File: src/rtl/tlb_op_sequencer.sv
// tlb_op_sequencer: serialises SRCH/RD/WR/FILL/INV requests onto the MMU TLB ports, one op in flight.
// Build option: define TLB_FILL_LFSR_EN to choose FILL victims from a 6-bit LFSR instead of a counter.
module tlb_op_sequencer (
   input  logic        Clk,
   input  logic        Rest,
   input  logic        Flush,
   input  logic        ReqValid,
   output logic        ReqReady,
   input  logic [2:0]  ReqOp,
   input  logic [5:0]  ReqIndex,
   input  logic [88:0] ReqEntry,
   input  logic [9:0]  ReqAsid,
   input  logic [18:0] ReqVppn,
   input  logic [4:0]  ReqInvOp,
   output logic        RespValid,
   output logic [2:0]  RespOp,
   output logic        RespHit,
   output logic [5:0]  RespIndex,
   output logic [88:0] RespEntry,
   output logic        RespErr,
   output logic        FlushReq,
   output logic        MmuSerchAble,
   output logic [28:0] MmuSerchInfrom,
   input  logic        MmuSerchHit,
   input  logic [5:0]  MmuSerchIdx,
   output logic [5:0]  MmuReadAddr,
   input  logic [88:0] MmuReadDate,
   output logic        MmuWriteAble,
   output logic [5:0]  MmuWriteAddr,
   output logic [88:0] MmuWriteDate,
   output logic        MmuInvEn,
   output logic [4:0]  MmuInvOp,
   output logic [9:0]  MmuInvAsid,
   output logic [18:0] MmuInvVppn
);

   localparam logic [2:0] OP_SRCH = 3'd0;
   localparam logic [2:0] OP_RD   = 3'd1;
   localparam logic [2:0] OP_WR   = 3'd2;
   localparam logic [2:0] OP_FILL = 3'd3;
   localparam logic [2:0] OP_INV  = 3'd4;

`ifdef TLB_FILL_LFSR_EN
   localparam logic [5:0] FILL_SEED = 6'b000001;
`else
   localparam logic [5:0] FILL_SEED = 6'd0;
`endif

   typedef enum logic [1:0] {IDLE, ISSUE, WAIT, RESP} state_t;

   state_t      state;
   logic        readyQ;

   logic [2:0]  reqOp_p0;
   logic [5:0]  reqIndex_p0;
   logic [88:0] reqEntry_p0;
   logic [9:0]  reqAsid_p0;
   logic [18:0] reqVppn_p0;
   logic [4:0]  reqInvOp_p0;
   logic        reqErr_p0;
   logic [5:0]  wrAddr_p0;

   logic        srchStb_p1;
   logic        wrStb_p1;
   logic        invStb_p1;

   logic        vld_p2;
   logic        flushReq_p2;
   logic [2:0]  respOp_p2;
   logic        respHit_p2;
   logic [5:0]  respIndex_p2;
   logic [88:0] respEntry_p2;
   logic        respErr_p2;

   logic [5:0]  fillIdx;
   logic        reqIllegal;
   logic        abortNow;

   function automatic logic isIllegal(input logic [2:0] op, input logic [4:0] invOp);
      return (op > OP_INV) || ((op == OP_INV) && (invOp > 5'd6));
   endfunction

   // Fibonacci x^6+x^5+1 taps bits 5 and 4; the all-zero state is unreachable from the seed.
   function automatic logic [5:0] nextFill(input logic [5:0] cur);
`ifdef TLB_FILL_LFSR_EN
      return {cur[4:0], cur[5] ^ cur[4]};
`else
      return cur + 6'd1;
`endif
   endfunction

   assign reqIllegal = isIllegal(ReqOp, ReqInvOp);
   assign abortNow   = Flush | Rest;

   always_ff @(posedge Clk) begin
      if (Rest) begin
         state        <= IDLE;
         readyQ       <= 1'b1;
         reqOp_p0     <= '0;
         reqIndex_p0  <= '0;
         reqEntry_p0  <= '0;
         reqAsid_p0   <= '0;
         reqVppn_p0   <= '0;
         reqInvOp_p0  <= '0;
         reqErr_p0    <= 1'b0;
         wrAddr_p0    <= '0;
         srchStb_p1   <= 1'b0;
         wrStb_p1     <= 1'b0;
         invStb_p1    <= 1'b0;
         vld_p2       <= 1'b0;
         flushReq_p2  <= 1'b0;
         respOp_p2    <= '0;
         respHit_p2   <= 1'b0;
         respIndex_p2 <= '0;
         respEntry_p2 <= '0;
         respErr_p2   <= 1'b0;
         fillIdx      <= FILL_SEED;
      end else begin
         srchStb_p1  <= 1'b0;
         wrStb_p1    <= 1'b0;
         invStb_p1   <= 1'b0;
         vld_p2      <= 1'b0;
         flushReq_p2 <= 1'b0;
         case (state)
            // p0: accept and latch the request; strobes for ISSUE are prepared here
            IDLE: begin
               if (ReqValid) begin
                  reqOp_p0    <= ReqOp;
                  reqIndex_p0 <= ReqIndex;
                  reqEntry_p0 <= ReqEntry;
                  reqAsid_p0  <= ReqAsid;
                  reqVppn_p0  <= ReqVppn;
                  reqInvOp_p0 <= ReqInvOp;
                  reqErr_p0   <= reqIllegal;
                  wrAddr_p0   <= (ReqOp == OP_FILL) ? fillIdx : ReqIndex;
                  srchStb_p1  <= !reqIllegal && (ReqOp == OP_SRCH);
                  wrStb_p1    <= !reqIllegal && ((ReqOp == OP_WR) || (ReqOp == OP_FILL));
                  invStb_p1   <= !reqIllegal && (ReqOp == OP_INV);
                  readyQ      <= 1'b0;
                  state       <= ISSUE;
               end
            end
            // p1: strobe cycle; a flush here means nothing reached the MMU
            ISSUE: begin
               if (Flush) begin
                  readyQ <= 1'b1;
                  state  <= IDLE;
               end else begin
                  if (wrStb_p1 && (reqOp_p0 == OP_FILL))
                     fillIdx <= nextFill(fillIdx);
                  state <= WAIT;
               end
            end
            // p2: MMU results are valid now; build the response image
            WAIT: begin
               if (Flush) begin
                  readyQ <= 1'b1;
                  state  <= IDLE;
               end else begin
                  vld_p2      <= 1'b1;
                  respOp_p2   <= reqOp_p0;
                  respErr_p2  <= reqErr_p0;
                  respHit_p2  <= !reqErr_p0 && (reqOp_p0 == OP_SRCH) && MmuSerchHit;
                  respEntry_p2 <= (!reqErr_p0 && (reqOp_p0 == OP_RD)) ? MmuReadDate : '0;
                  flushReq_p2 <= !reqErr_p0 && ((reqOp_p0 == OP_WR) || (reqOp_p0 == OP_FILL)
                                                || (reqOp_p0 == OP_INV));
                  if (reqErr_p0) begin
                     respIndex_p2 <= '0;
                  end else begin
                     case (reqOp_p0)
                        OP_SRCH:      respIndex_p2 <= MmuSerchIdx;
                        OP_RD, OP_WR: respIndex_p2 <= reqIndex_p0;
                        OP_FILL:      respIndex_p2 <= wrAddr_p0;
                        default:      respIndex_p2 <= '0;
                     endcase
                  end
                  state <= RESP;
               end
            end
            RESP: begin
               respOp_p2    <= '0;
               respHit_p2   <= 1'b0;
               respIndex_p2 <= '0;
               respEntry_p2 <= '0;
               respErr_p2   <= 1'b0;
               readyQ       <= 1'b1;
               state        <= IDLE;
            end
            default: begin
               readyQ <= 1'b1;
               state  <= IDLE;
            end
         endcase
      end
   end

   // Strobes and the completion pulse are gated in the same cycle a flush or reset arrives.
   assign ReqReady       = readyQ;
   assign MmuSerchAble   = srchStb_p1 & ~abortNow;
   assign MmuWriteAble   = wrStb_p1 & ~abortNow;
   assign MmuInvEn       = invStb_p1 & ~abortNow;
   assign MmuSerchInfrom = {reqVppn_p0, reqAsid_p0};
   assign MmuReadAddr    = reqIndex_p0;
   assign MmuWriteAddr   = wrAddr_p0;
   assign MmuWriteDate   = reqEntry_p0;
   assign MmuInvOp       = reqInvOp_p0;
   assign MmuInvAsid     = reqAsid_p0;
   assign MmuInvVppn     = reqVppn_p0;

   assign RespValid = vld_p2 & ~abortNow;
   assign FlushReq  = flushReq_p2 & ~abortNow;
   assign RespOp    = respOp_p2;
   assign RespHit   = respHit_p2;
   assign RespIndex = respIndex_p2;
   assign RespEntry = respEntry_p2;
   assign RespErr   = respErr_p2;

endmodule

File: config.mk
export PLATFORM = sky130hd
export DESIGN_NAME = tlb_op_sequencer
export DESIGN_NICKNAME = d
export VERILOG_FILES = /design/src/rtl/tlb_op_sequencer.sv
export SDC_FILE = /design/constraint.sdc
export NUM_CORES = 1
export LEC_CHECK = 0
export CAP_MARGIN = 0
export CORE_AREA = 8 8 191 193
export CTS_CLUSTER_DIAMETER = 30
export DETAILED_ROUTE_END_ITERATION = 6
export DIE_AREA = 0 0 199 201
export SYNTH_ARGS = -nofsm -noshare
export SYNTH_HDL_FRONTEND = slang
export SYNTH_SLANG_ARGS = --single-unit
File: constraint.sdc
create_clock -name Clk -period 6.5 [get_ports Clk]
set_input_delay 0.975 -clock Clk [delete_from_list [all_inputs] [get_ports Clk]]
set_output_delay 0.975 -clock Clk [all_outputs]
set_load 0.05 [all_outputs]
Word-level counts from Yosys, hierarchy flattened
Cells that the tools add are included.
{"block": "totals", "reg_bits": 253, "latch_bits": 0, "mem_bits_rw": 0, "mem_bits_ro": 0, "wordCells": 98, "memories": 0}
{"block": "op_classes", "addsub": 1, "n_mul": 0, "div_mod_pow": 0, "n_lt_le_gt_ge": 2, "eq_ne": 13, "n_shift": 0, "mux": 22, "bitwise_logic": 11, "n_reduce_logical": 28}
{"op": "$mux 89", "n": 2}
{"op": "$pmux 89 s2", "n": 1}
{"op": "$mux 6", "n": 3}
{"op": "$pmux 6 s3", "n": 1}
{"op": "$eq 3x2->1 const B", "n": 4}
{"op": "$pmux 6 s2", "n": 1}
{"op": "$logic_and 1x1->1", "n": 9}
{"op": "$pmux 2 s4", "n": 1}
{"op": "$add 6x1->6 const B", "n": 1}
{"op": "$eq 3x3->1 const B", "n": 2}
{"op": "$logic_not 3->1", "n": 2}
{"op": "$mux 2", "n": 3}
{"op": "$pmux 3 s2", "n": 1}
{"op": "$reduce_and 2->1", "n": 3}
{"op": "$reduce_or 2->1", "n": 3}
{"op": "$reduce_or 3->1", "n": 2}
{"op": "$and 1x1->1", "n": 5}
{"op": "$gt 5x3->1 const B", "n": 1}
{"op": "$mux 1", "n": 5}
{"op": "$not 1->1", "n": 5}
{"op": "$eq 2x2->1 const B", "n": 2}
{"op": "$logic_or 1x1->1", "n": 4}
{"op": "$ne 2x2->1 const B", "n": 2}
{"op": "$pmux 1 s2", "n": 2}
{"op": "other kinds (11)", "n": 12}

Longest topological paths before layout
{"block": "logic_depth", "ltp_word": 6, "mapped_depth": 9, "ltp_nobuf": 5}

Worst setup path after synthesis
OpenSTA, ideal clock, no wires.
{"block": "synth_path", "kind": "input to output", "startpoint": "in Flush", "endpoint": "out FlushReq", "arrival_ps": 1791, "required_time_ps": 5525, "path_slack_ps": 3734, "stages": 3, "n_path_buf": 1, "path_cell_list": "buf_2 -> nor2_1 -> and2_1"}
{"block": "synth_between", "elab_chain_cells": 3}
{"element": "start, declared", "line_no": "6", "text": "input logic Flush,"}
{"element": "$or 1x1->1", "line_no": "93", "text": "assign abortNow = Flush | Rest;"}
{"element": "$not 1->1", "line_no": "211", "text": "assign FlushReq = flushReq_p2 & ~abortNow;"}
{"element": "$and 1x1->1", "line_no": "211"}
{"element": "end, declared", "line_no": "21", "text": "output logic FlushReq,"}
Every way passes these cells.

Final worst setup path
Same ends and word-level chain as after synthesis.

==> out/metrics.yaml <==
reg2reg_slack_ns: 3.82
pre_cts_slack_ns: 2.401
nets: 1683
synth_area_leader_cell: "dfxtp_1"
power_density_mw_per_mm2: 348.3
core-area_mm2: 0.03328
finalMaxSlewViolations: 0
clockBufferDepth: 3
dr.pass1.iters: 4
setup_ws_ns: 2.463
utilization_pct: 48.84
clkTransAtPathRegs_ns: 0.04
ys_types: 41
numPortBuffers: 501
arrival_ns: 3.06
grt_pass1_vias: 8978
postCtsSetupBuffers: 0
overflow: 0
max_freq_mhz: 247.7
ios: 502
critical_path.startpoint_type: "input port"
synth_top_area_share_pct: 56.81
tightest_slew_ns: 1.004
rows: 67
outcome: "completed"
min_path_type: "reg -> reg"
ctsHtreeMaxLevel: 2
wl_per_cell_um: 19.62
cts_sinks: 253
die_y_um: 201
grt_use_total_pct: 17.99
synth_area_leaders: "dfxtp_1 (57%), nand2_1 (11%), a22o_1 (8.7%)"
clockRootBuffer: "clkbuf_16"
routabilityCongestion: 0.8426
ant_nets: 0
critical_path.endpoint_type: "primary output"
start_util_pct: 26.79
drt-total-wl_mm: 38.17
synth-warning-count: 0
hp-start: "MmuWriteDate[80]$_SDFFE_PP0P_"
max_cap_violations: 0
place_hpwl_mm: 28.24
drive_above_1_share_pct: 7.960
clk_latency_ns: 0.57
rr_startpoint: "state[0]$_SDFFE_PP0P_"
syn_avg_cell_area_um2: 9.106
period_share_pct: 62.11
setup_viol: 0
fin_skew_ns: 0.01849
peakVddDrop_mv: 0.2365
reg2reg_depth: 6
timing.slew.headroom_pct: 33.08
yosysSeqAreaShare_pct: 56.81
grt_setup_unrepaired: "false"
crit_type: "in -> out"
ys_seq_elements: 253
via_per_inst: 4.573
grt_pass1_wl_mm: 55.73
regToRegEndpoint: "RespEntry[50]$_SDFFE_PP0P_"
hold-path-cell-count: 2
min_to: "MmuWriteDate[80]$_SDFFE_PP0P_"
syn-instance-count: 979
antenna_found_initial: 4
cp_max_fo: 10
area_growth_pct: 82.33
hold_viol: 0
grt_max_degree: 90
fin_crit_ns: 4.037
syn_area_mm2: 0.008915
drcViolationCount: 0
fin_setup_tns_ns: 0
required_ns: 5.52
ctsHoldBuffers: 0
dieWidth_um: 199
cts_resized: 0
via_count: 8895
drt_iter0_drc: 298
die-area_mm2: 0.04000
p_leak_uw: 0.006113
synth_nets: 1217
cts_buffers: 60
cts_tree: "yes"
## Yosys cell counts, drive strengths merged
cell type,count
nand2,268
dfxtp,253
a21oi,142
a22o,89
clkbuf,54
buf,49
nor2,21
inv,13
and2,8
a211oi,7
ha,6
mux2i,6
nand3,6
o22ai,6
o32ai,6
or4,5
a32oi,4
nand3b,3
nor2b,3
nor3b,3
nor4b,3
o21ai,3
o31ai,3
nand2b,2
nor3,2
or3,2
a211o,1
and3,1
and3b,1
and4,1
mux2,1
nand4,1
nand4bb,1
nor4bb,1
o211ai,1
or2,1
or4b,1
xnor2,1
## power by group
part           internal (µW)  switching (µW)  leakage [µW]
Combinational            294             466       0.00298
Sequential              1620            43.2       0.00206
Clock                   2290             950       0.00107
Total                   4200            1460       0.00611
## through the flow
stage	cells	hold slack, ns	total power (µW)	area (µm²)
floorplan	979	0.4573	2122	8915
global placement	1831	0.4407	2454	14030
detailed placement	1831	0.4459	2459	14030
CTS	1943	0.4512	5734	16250
global route	1944	0.4678	5865	16250
finish	1945	0.4498	5662	16250
## registers in the layout (all words and copies together), names as in the netlist, 2 cells and up
| signal | flops |
|---|---|
| MmuInvVppn | 19 |
| MmuWriteDate | 89 |
| MmuWriteAddr | 6 |
| MmuReadAddr | 6 |
| RespIndex | 6 |
| MmuInvOp | 5 |
| fillIdx | 6 |
| RespOp | 3 |
| state | 2 |
| RespEntry | 89 |
| MmuInvAsid | 10 |
| reqOp_p0 | 3 |
## worst max path at each step
stage | from | endpoint | slack, ns | cells after the start
after global routing | Flush | FlushReq | 2.28 | 4
after CTS | Flush | FlushReq | 2.36 | 4
after global placement | Flush | FlushReq | 2.47 | 4
after floorplan | Flush | FlushReq | 3.73 | 3
after detailed placement | Flush | FlushReq | 2.40 | 4
final | Flush | FlushReq | 2.46 | 4
## placed cells by master, fill, tap and decap left out, drive strengths merged, types with 5 or more instances in the layout
| cell type | count |
|---|---|
| a21oi | 142 |
| buf | 7 |
| nand2 | 268 |
| dfxtp | 253 |
| nor2 | 21 |
| clkdlybuf4s50 | 500 |
| o32ai | 6 |
| or4 | 5 |
| clkbuf | 75 |
| mux2i | 6 |
| clkinvlp | 6 |
| bufinv | 12 |
| a22o | 89 |
| and2 | 8 |
| inv | 17 |
| ha | 6 |
| a211oi | 7 |
| o22ai | 6 |
| clkinv | 15 |
| nand3 | 6 |
## metal layers
| layer | vias up | GRT usage [%] | wire length (µm) |
|---|---|---|---|
| li1 | 4281 | - | - |
| met1 | 4133 | 17.64 | 13280 |
| met2 | 411 | 30.71 | 18520 |
| met3 | 64 | 10.33 | 5208 |
| met4 | 6 | 7.334 | 1113 |
| met5 | - | 0 | 40 |
## cell families after synthesis
| family | count (synthesis) | share of synthesized area (%) |
|---|---|---|
| AOI/OAI and AO/OA | 262 | 19.31 |
| xor gates and xnor gates | 1 | 0.09826 |
| adders and majority gates | 6 | 0.8421 |
| buffers and inverters | 116 | 6.316 |
| DFF | 253 | 56.81 |
| muxes | 7 | 0.8000 |
| and+or+nand+nor | 334 | 15.82 |
## layout make-up
type,instances,area [µm²]
Fill cell,3123,17030
Clock buffer,75,1670
Antenna cell,2,5.005
Clock inverter,37,549.3
Timing Repair Buffer,507,5057
Tap cell,448,560.5
Sequential cell,253,5065
Multi-Input combinational cell,610,3298
Inverter,13,48.80
## worst max-delay path, stage by stage
cell and delay (ns):
clkdlybuf4s50_1 0.56, nor2_1 0.47, and2_1 0.21, clkdlybuf4s50_1 0.85
(Power assumes the default switching activity.)
